<file path="src/rtl/aes_key_schedule_seq_pkg.sv">
// rtl/aes_key_schedule_seq_pkg.sv - shared AES constants, key-length enum and GF(2^8) helpers
package aes_key_schedule_seq_pkg;
  localparam int WORD_W  = 32;
  localparam int KEY_W   = 256;
  localparam int BLOCK_W = 128;

  localparam logic [7:0] RCON [10] = '{8'h01, 8'h02, 8'h04, 8'h08, 8'h10,
                                       8'h20, 8'h40, 8'h80, 8'h1b, 8'h36};

  typedef enum logic [1:0] {KL_128 = 2'd0, KL_192 = 2'd1, KL_256 = 2'd2, KL_BAD = 2'd3} key_len_e;
  typedef enum logic [1:0] {S_IDLE, S_RUN, S_DRAIN} state_e;

  function automatic logic [3:0] nk_of(key_len_e kl);
    case (kl)
      KL_192:  return 4'd6;
      KL_256:  return 4'd8;
      default: return 4'd4;
    endcase
  endfunction

  function automatic logic [3:0] nr_of(key_len_e kl);
    case (kl)
      KL_192:  return 4'd12;
      KL_256:  return 4'd14;
      default: return 4'd10;
    endcase
  endfunction

  // Window slot holding w[i-Nk] when the newest word sits in slot 7.
  function automatic logic [2:0] old_idx_of(key_len_e kl);
    case (kl)
      KL_192:  return 3'd2;
      KL_256:  return 3'd0;
      default: return 3'd4;
    endcase
  endfunction

  function automatic logic [7:0] xtime(logic [7:0] x);
    return {x[6:0], 1'b0} ^ (x[7] ? 8'h1b : 8'h00);
  endfunction

  function automatic logic [7:0] gf_mul(logic [7:0] a, logic [7:0] b);
    logic [7:0] p;
    logic [7:0] aa;
    p  = 8'h00;
    aa = a;
    for (int k = 0; k < 8; k++) begin
      if (b[k]) p = p ^ aa;
      aa = xtime(aa);
    end
    return p;
  endfunction
endpackage

</file>
<file path="src/rtl/aes_sbox.sv">
// rtl/aes_sbox.sv - AES forward S-box: GF(2^8) inverse (x^254) followed by the affine map
module aes_sbox
  import aes_key_schedule_seq_pkg::*;
(
  input  logic [7:0] x,
  output logic [7:0] s
);
  function automatic logic [7:0] sbox_f(logic [7:0] a);
    logic [7:0] sq;
    logic [7:0] inv;
    sq  = a;
    inv = 8'h01;
    // Product of a^2, a^4 ... a^128 is a^254, the inverse (0 maps to 0).
    for (int k = 1; k < 8; k++) begin
      sq  = gf_mul(sq, sq);
      inv = gf_mul(inv, sq);
    end
    return inv ^ {inv[6:0], inv[7]} ^ {inv[5:0], inv[7:6]} ^
           {inv[4:0], inv[7:5]} ^ {inv[3:0], inv[7:4]} ^ 8'h63;
  endfunction

  assign s = sbox_f(x);
endmodule

</file>
<file path="src/rtl/aes_subword.sv">
// rtl/aes_subword.sv - SubWord: four S-boxes applied bytewise to one 32-bit word
module aes_subword (
  input  logic [31:0] w,
  output logic [31:0] sw
);
  for (genvar b = 0; b < 4; b++) begin : g_sbox
    aes_sbox u_sbox (.x(w[8*b +: 8]), .s(sw[8*b +: 8]));
  end
endmodule

</file>
<file path="src/rtl/aes_key_schedule_seq.sv">
// rtl/aes_key_schedule_seq.sv - sequential AES-128/192/256 key expansion, one word per cycle, round-key stream out
module aes_key_schedule_seq
  import aes_key_schedule_seq_pkg::*;
#(
  parameter bit SUPPORT_192 = 1'b1,
  parameter bit STALL_FREE  = 1'b0
) (
  input  logic               clk,
  input  logic               rst_n,
  input  logic               start,
  output logic               start_ready,
  input  logic [1:0]         key_len,
  input  logic [KEY_W-1:0]   key,
  output logic               rk_valid,
  input  logic               rk_ready,
  output logic [BLOCK_W-1:0] rk_data,
  output logic [3:0]         rk_index,
  output logic               rk_last,
  output logic               busy,
  output logic               err
);
  state_e              state;
  logic [WORD_W-1:0]   win [8];
  logic [BLOCK_W-1:0]  pack;
  logic [2:0]          pcnt;
  logic [5:0]          i_cnt;
  logic [2:0]          m_cnt;
  logic [3:0]          nk, nr, next_idx;
  logic [2:0]          old_idx;
  logic [7:0]          rcon;

  key_len_e            kl;
  logic                ready_eff, legal, accept, xfer, gen, gen_phase, rot_case, sub_case;
  logic [WORD_W-1:0]   prev_w, sw_in, sw_out, t_word, new_word;

  assign kl        = key_len_e'(key_len);
  assign ready_eff = STALL_FREE ? 1'b1 : rk_ready;
  assign legal     = (kl == KL_128) || (kl == KL_256) || (SUPPORT_192 && (kl == KL_192));
  assign accept    = start && start_ready && legal;
  assign xfer      = (pcnt == 3'd4) && (!rk_valid || ready_eff);
  // A full pack register freezes generation until it can move to rk_data.
  assign gen       = (state == S_RUN) && ((pcnt != 3'd4) || xfer);
  assign gen_phase = i_cnt >= {2'b00, nk};
  assign rot_case  = (m_cnt == 3'd0);
  assign sub_case  = (nk == 4'd8) && (m_cnt == 3'd4);
  assign prev_w    = win[7];
  assign sw_in     = rot_case ? {prev_w[23:0], prev_w[31:24]} : prev_w;

  aes_subword u_subword (.w(sw_in), .sw(sw_out));

  always_comb begin
    t_word = prev_w;
    if (rot_case)      t_word = sw_out ^ {rcon, 24'h000000};
    else if (sub_case) t_word = sw_out;
  end

  // Key words rotate out of slot 0; after Nk of them the window holds w0..w(Nk-1) at the top.
  assign new_word = gen_phase ? (win[old_idx] ^ t_word) : win[0];

  always_ff @(posedge clk or negedge rst_n) begin
    if (!rst_n) begin
      state       <= S_IDLE;
      for (int k = 0; k < 8; k++) win[k] <= '0;
      pack        <= '0;
      pcnt        <= 3'd0;
      i_cnt       <= 6'd0;
      m_cnt       <= 3'd0;
      nk          <= 4'd4;
      nr          <= 4'd10;
      next_idx    <= 4'd0;
      old_idx     <= 3'd4;
      rcon        <= RCON[0];
      start_ready <= 1'b1;
      rk_valid    <= 1'b0;
      rk_data     <= '0;
      rk_index    <= 4'd0;
      rk_last     <= 1'b0;
      busy        <= 1'b0;
      err         <= 1'b0;
    end else begin
      err <= start && start_ready && !legal;

      case (state)
        S_IDLE: if (accept) begin
          for (int k = 0; k < 8; k++) win[k] <= key[KEY_W-1-32*k -: 32];
          nk          <= nk_of(kl);
          nr          <= nr_of(kl);
          old_idx     <= old_idx_of(kl);
          i_cnt       <= 6'd0;
          m_cnt       <= 3'd0;
          rcon        <= RCON[0];
          pcnt        <= 3'd0;
          next_idx    <= 4'd0;
          start_ready <= 1'b0;
          busy        <= 1'b1;
          state       <= S_RUN;
        end
        S_RUN: if (gen && (i_cnt == {nr, 2'b11})) state <= S_DRAIN;
        S_DRAIN: if (rk_valid && rk_last && ready_eff) begin
          start_ready <= 1'b1;
          busy        <= 1'b0;
          state       <= S_IDLE;
        end
        default: state <= S_IDLE;
      endcase

      if (gen) begin
        for (int k = 0; k < 7; k++) win[k] <= win[k+1];
        win[7] <= new_word;
        pack   <= {pack[BLOCK_W-WORD_W-1:0], new_word};
        i_cnt  <= i_cnt + 6'd1;
        m_cnt  <= ({1'b0, m_cnt} == (nk - 4'd1)) ? 3'd0 : m_cnt + 3'd1;
        if (gen_phase && rot_case) rcon <= xtime(rcon);
        pcnt   <= xfer ? 3'd1 : pcnt + 3'd1;
      end else if (xfer) begin
        pcnt   <= 3'd0;
      end

      if (xfer) begin
        rk_data  <= pack;
        rk_index <= next_idx;
        rk_last  <= (next_idx == nr);
        next_idx <= next_idx + 4'd1;
        rk_valid <= 1'b1;
      end else if (ready_eff) begin
        rk_valid <= 1'b0;
        rk_last  <= 1'b0;
      end
    end
  end
endmodule

</file>
<file path="config.mk">
export PLATFORM = sky130hd
export DESIGN_NAME = aes_key_schedule_seq
export DESIGN_NICKNAME = d
export VERILOG_FILES = /design/src/rtl/aes_key_schedule_seq_pkg.sv /design/src/rtl/aes_sbox.sv /design/src/rtl/aes_subword.sv /design/src/rtl/aes_key_schedule_seq.sv
export SDC_FILE = /design/constraint.sdc
export NUM_CORES = 2
export LEC_CHECK = 0
export BUFFER_PORTS_ARGS = -buffer_cell sky130_fd_sc_hd__buf_2
export CAP_MARGIN = 20
export CORE_UTILIZATION = 65
export CTS_CLUSTER_DIAMETER = 150
export DETAILED_ROUTE_END_ITERATION = 7
export PLACE_DENSITY = 0.86
export SLEW_MARGIN = 20
export SYNTH_ARGS = -nofsm -noshare
export SYNTH_HDL_FRONTEND = slang
export SYNTH_SLANG_ARGS = --single-unit
</file>
<file path="constraint.sdc">
create_clock -name clk -period 20.2 [get_ports clk]
set_input_delay 2.02 -clock clk [delete_from_list [all_inputs] [get_ports clk]]
set_output_delay 2.02 -clock clk [all_outputs]
set_load 0.005 [all_outputs]
</file>
==> results by group <==
Logic synthesis
  • Ys async rst share: 1.00
  • Synth top area cells: xnor2_1 17%, dfrtp_1 16%, nand2_1 9.3%, xnor3_1 7.3%, nor2_1 5.2%
  • Mapped Area: 85900 um^2
  • Synth top area share: 0.171
  • Post-synth top area cell: xnor2_1
  • Main synth FF type: dfrtp_1
  • Dominant cell by count in the synthesized netlist: nand2_1
  • Top cells by count, synth: 2138 x nand2_1, 1677 x xnor2_1, 1193 x nor2_1, 548 x dfrtp_1, 497 x a21oi_1
  • Mapped Cells: 11100
  • Syn_area_per_cell: between 7 and 8 um^2
  • Syn Nets: 11400
  • EDFF count, synth: 0
  • Synth Warn #: 0
  • Number of synthesized register bits: between 500 and 600
  • Sequential area share after synthesis: 0.161
  • Synth cell types: ~140

Global route
  • First-pass GRT wire length: about 430 mm
  • Initial antenna violation count: 50
  • Largest net degree at the start of global routing: 223
  • GRT Util Overall: 0.400
  • Grt total ovfl: 0
  • Vias in the first global route: 78000

Drt
  • Total Wirelength: approximately 280 mm
  • Drt first pass iters: 8
  • DRC errors left: 7
  • Vias after detailed routing: 84000
  • Drt via density: about 6.5
  • DR iter-0 viols: 11300
  • Routed length per instance: 21.6 um
  • Antenna Nets Post-Route: 0

Placed design
  • Routability cong.: roughly 1.0
  • Port bufs: roughly 400
  • Dpl cell area: around 90000 um^2
  • Hpwl dp: ~200 mm
  • Place WS: approximately 600 ps

Floorplan
  • Die ar.: approximately 130000 um^2
  • Core box area: 131000 um^2
  • Die H: between 300 and 400 um
  • Initial Util: 0.654
  • I/O pins: between 300 and 400
  • Die X: around 370 um
  • Row count: between 100 and 150

Worst setup path
  • CP peak stage delay: roughly 740 ps
  • Worst path most repeated cell: xnor2_1
  • WS Path Type: register to register
  • Crit-path max FO: 93
  • CP Launch Type: register
  • Crit path capture type: register
  • CP arrival: 19740 ps
  • Slowest CP cell: xnor3_1
  • WP data required: 20640 ps

STA
  • Relative slew slack: 0.233
  • Slew Limit Fails: 0
  • Final worst-path cycle share: 0.955
  • Max frequency: a little over 50 MHz
  • Fin worst setup slack: 900 ps
  • Period minus WS final: roughly 19000 ps
  • Fin. Hold Viols: 0
  • Setup violators final: 0
  • Slew @ Worst Pin: approximately 1100 ps
  • Setup Skew: between 30 and 40 ps

CTS
  • Clk_lat worst skew: approximately 620 ps
  • Total clock sinks: 553
  • Clk pin slew, worst setup/hold paths: ~70 ps
  • CTS H-tree depth: 2
  • Clock Tree Buf Depth: 3
  • Clk root buf: clkbuf_16
  • Total CTS buffers: 54
  • CTS tree: done
  • Hold buffers post-CTS: 0

Layout
  • Share of cells above drive strength 1: 0.124
  • Post-layout instance area: around 92000 um^2
  • Nets: 11400
  • Layout area overhead: 6.90%

Job
  • Max_cap viols: 0

Status
  • Status: complete, but fails checks
  • Failing checks: DRC

Worst hold path
  • Worst hold path class: register to register
==> through the flow <==
stage / hold WS (ps) / TNS, ps / util / instances
floorplan: 439 / 0 / - / 11100
global placement: 448 / 0 / 0.682 / 12800
detailed placement: 450 / 0 / 0.682 / 12800
CTS: 468 / 0 / 0.696 / 12900
global route: 476 / -132 / 0.699 / 13000
finish: 465 / 0 / 0.700 / 13000
==> worst max-delay path, delay by kind of cell, from the launching register on <==
kind                       cells  cell delay [ps]
xor gates and xnor gates      27             8480
DFF                            1              410
muxes                          5             1870
buffers and inverters          7             1390
AOI/OAI and AO/OA             10             2550
and+or+nand+nor               11             2930
adders and majority gates      4             1370
==> final cells by class <==
| class | count | area, um^2 |
|---|---|---|
| fill | 10600 | 39400 |
| multi-input combinational | 9613 | 68500 |
| sequential | 553 | 13800 |
| timing repair buffer | 784 | 4990 |
| inverter | 117 | 439 |
| clock inverter | 14 | 199 |
| clock buffer | 86 | 1610 |
| tap | 1755 | 2200 |
| antenna | 44 | 110 |
==> state kept, by name, indices dropped and copies added (netlist names), 2 cells and up <==
name	cells
state	2
prev_w	32
nk	3
pack	128
nr	2
next_idx	4
win	224
pcnt	3
rk_index	4
i_cnt	6
m_cnt	3
rk_data	128
rcon	8
==> worst paths after layout <==
kind	from	endpoint	slack, ps	cells after the start
max	m_cnt[0]	pack[10]	900	64
min	pack[123]	rk_data[123]	460	2
max reg2reg	m_cnt[0]	pack[10]	900	64
min reg2reg	pack[123]	rk_data[123]	460	2
max in group asynchronous	rst_n	pack[86]	16150	3
min in group asynchronous	rst_n	rk_data[63]	1490	1
==> metal layers <==
layer / vias up / global-route usage / wire length [um]
li1: 38100 / - / -
met1: 40200 / 0.519 / 109000
met2: 4783 / 0.649 / 129000
met3: 908 / 0.0665 / 27400
met4: 18 / 0.187 / 13900
met5: - / 0 / 103
==> placed cells by master (no fill, tap or decap), types with 48 or more instances in the layout <==
| cell | Yosys | final |
|---|---|---|
| o211ai_1 | 88 | 88 |
| buf_4 | 82 | 378 |
| xnor3_1 | 278 | 273 |
| nand2_1 | 2138 | 2137 |
| nor2_1 | 1193 | 1188 |
| nor2b_1 | 52 | 50 |
| o21ai_1 | 56 | 58 |
| and2_1 | 60 | 60 |
| a211oi_1 | 79 | 79 |
| nor3_1 | 265 | 263 |
| mux2i_1 | 281 | 277 |
| o21ai_0 | 414 | 412 |
| o22ai_1 | 93 | 93 |
| and3_1 | 51 | 51 |
| inv_1 | 82 | 82 |
| xor2_1 | 447 | 439 |
| xnor2_2 | 116 | 143 |
| clkbuf_16 | 0 | 54 |
| nand2b_1 | 49 | 49 |
| a31oi_1 | 110 | 107 |
| a22oi_1 | 276 | 276 |
| mux2_2 | 50 | 50 |
| or3_1 | 56 | 56 |
| a21oi_1 | 497 | 496 |
| xor2_2 | 41 | 48 |
| xnor2_1 | 1677 | 1638 |
| dfrtp_1 | 548 | 548 |
| nand3_1 | 269 | 268 |
| buf_2 | 135 | 397 |
==> logic make-up (layout without fill, tap and decap cells) <==
logic type | count (synthesis) | after routing | synth area share
simple gates | 4353 | 4353 | 0.215
other cells | 0 | 44 | 0
mux | 386 | 386 | 0.0521
xor+xnor | 2658 | 2658 | 0.348
buf+inv | 884 | 1001 | 0.0500
fa+ha+maj | 45 | 45 | 0.00652
compound gates | 2171 | 2171 | 0.167
flops | 553 | 553 | 0.161
==> repair_timing <==
item | in CTS | in global routing
resized for setup | 0 | 49
endpoints found under the setup margin | 0 | 63
buffers inserted | 0 | 3
Power is not shown: default switching activity piles up to over one toggle a cycle in this logic, so the estimate is an artifact.
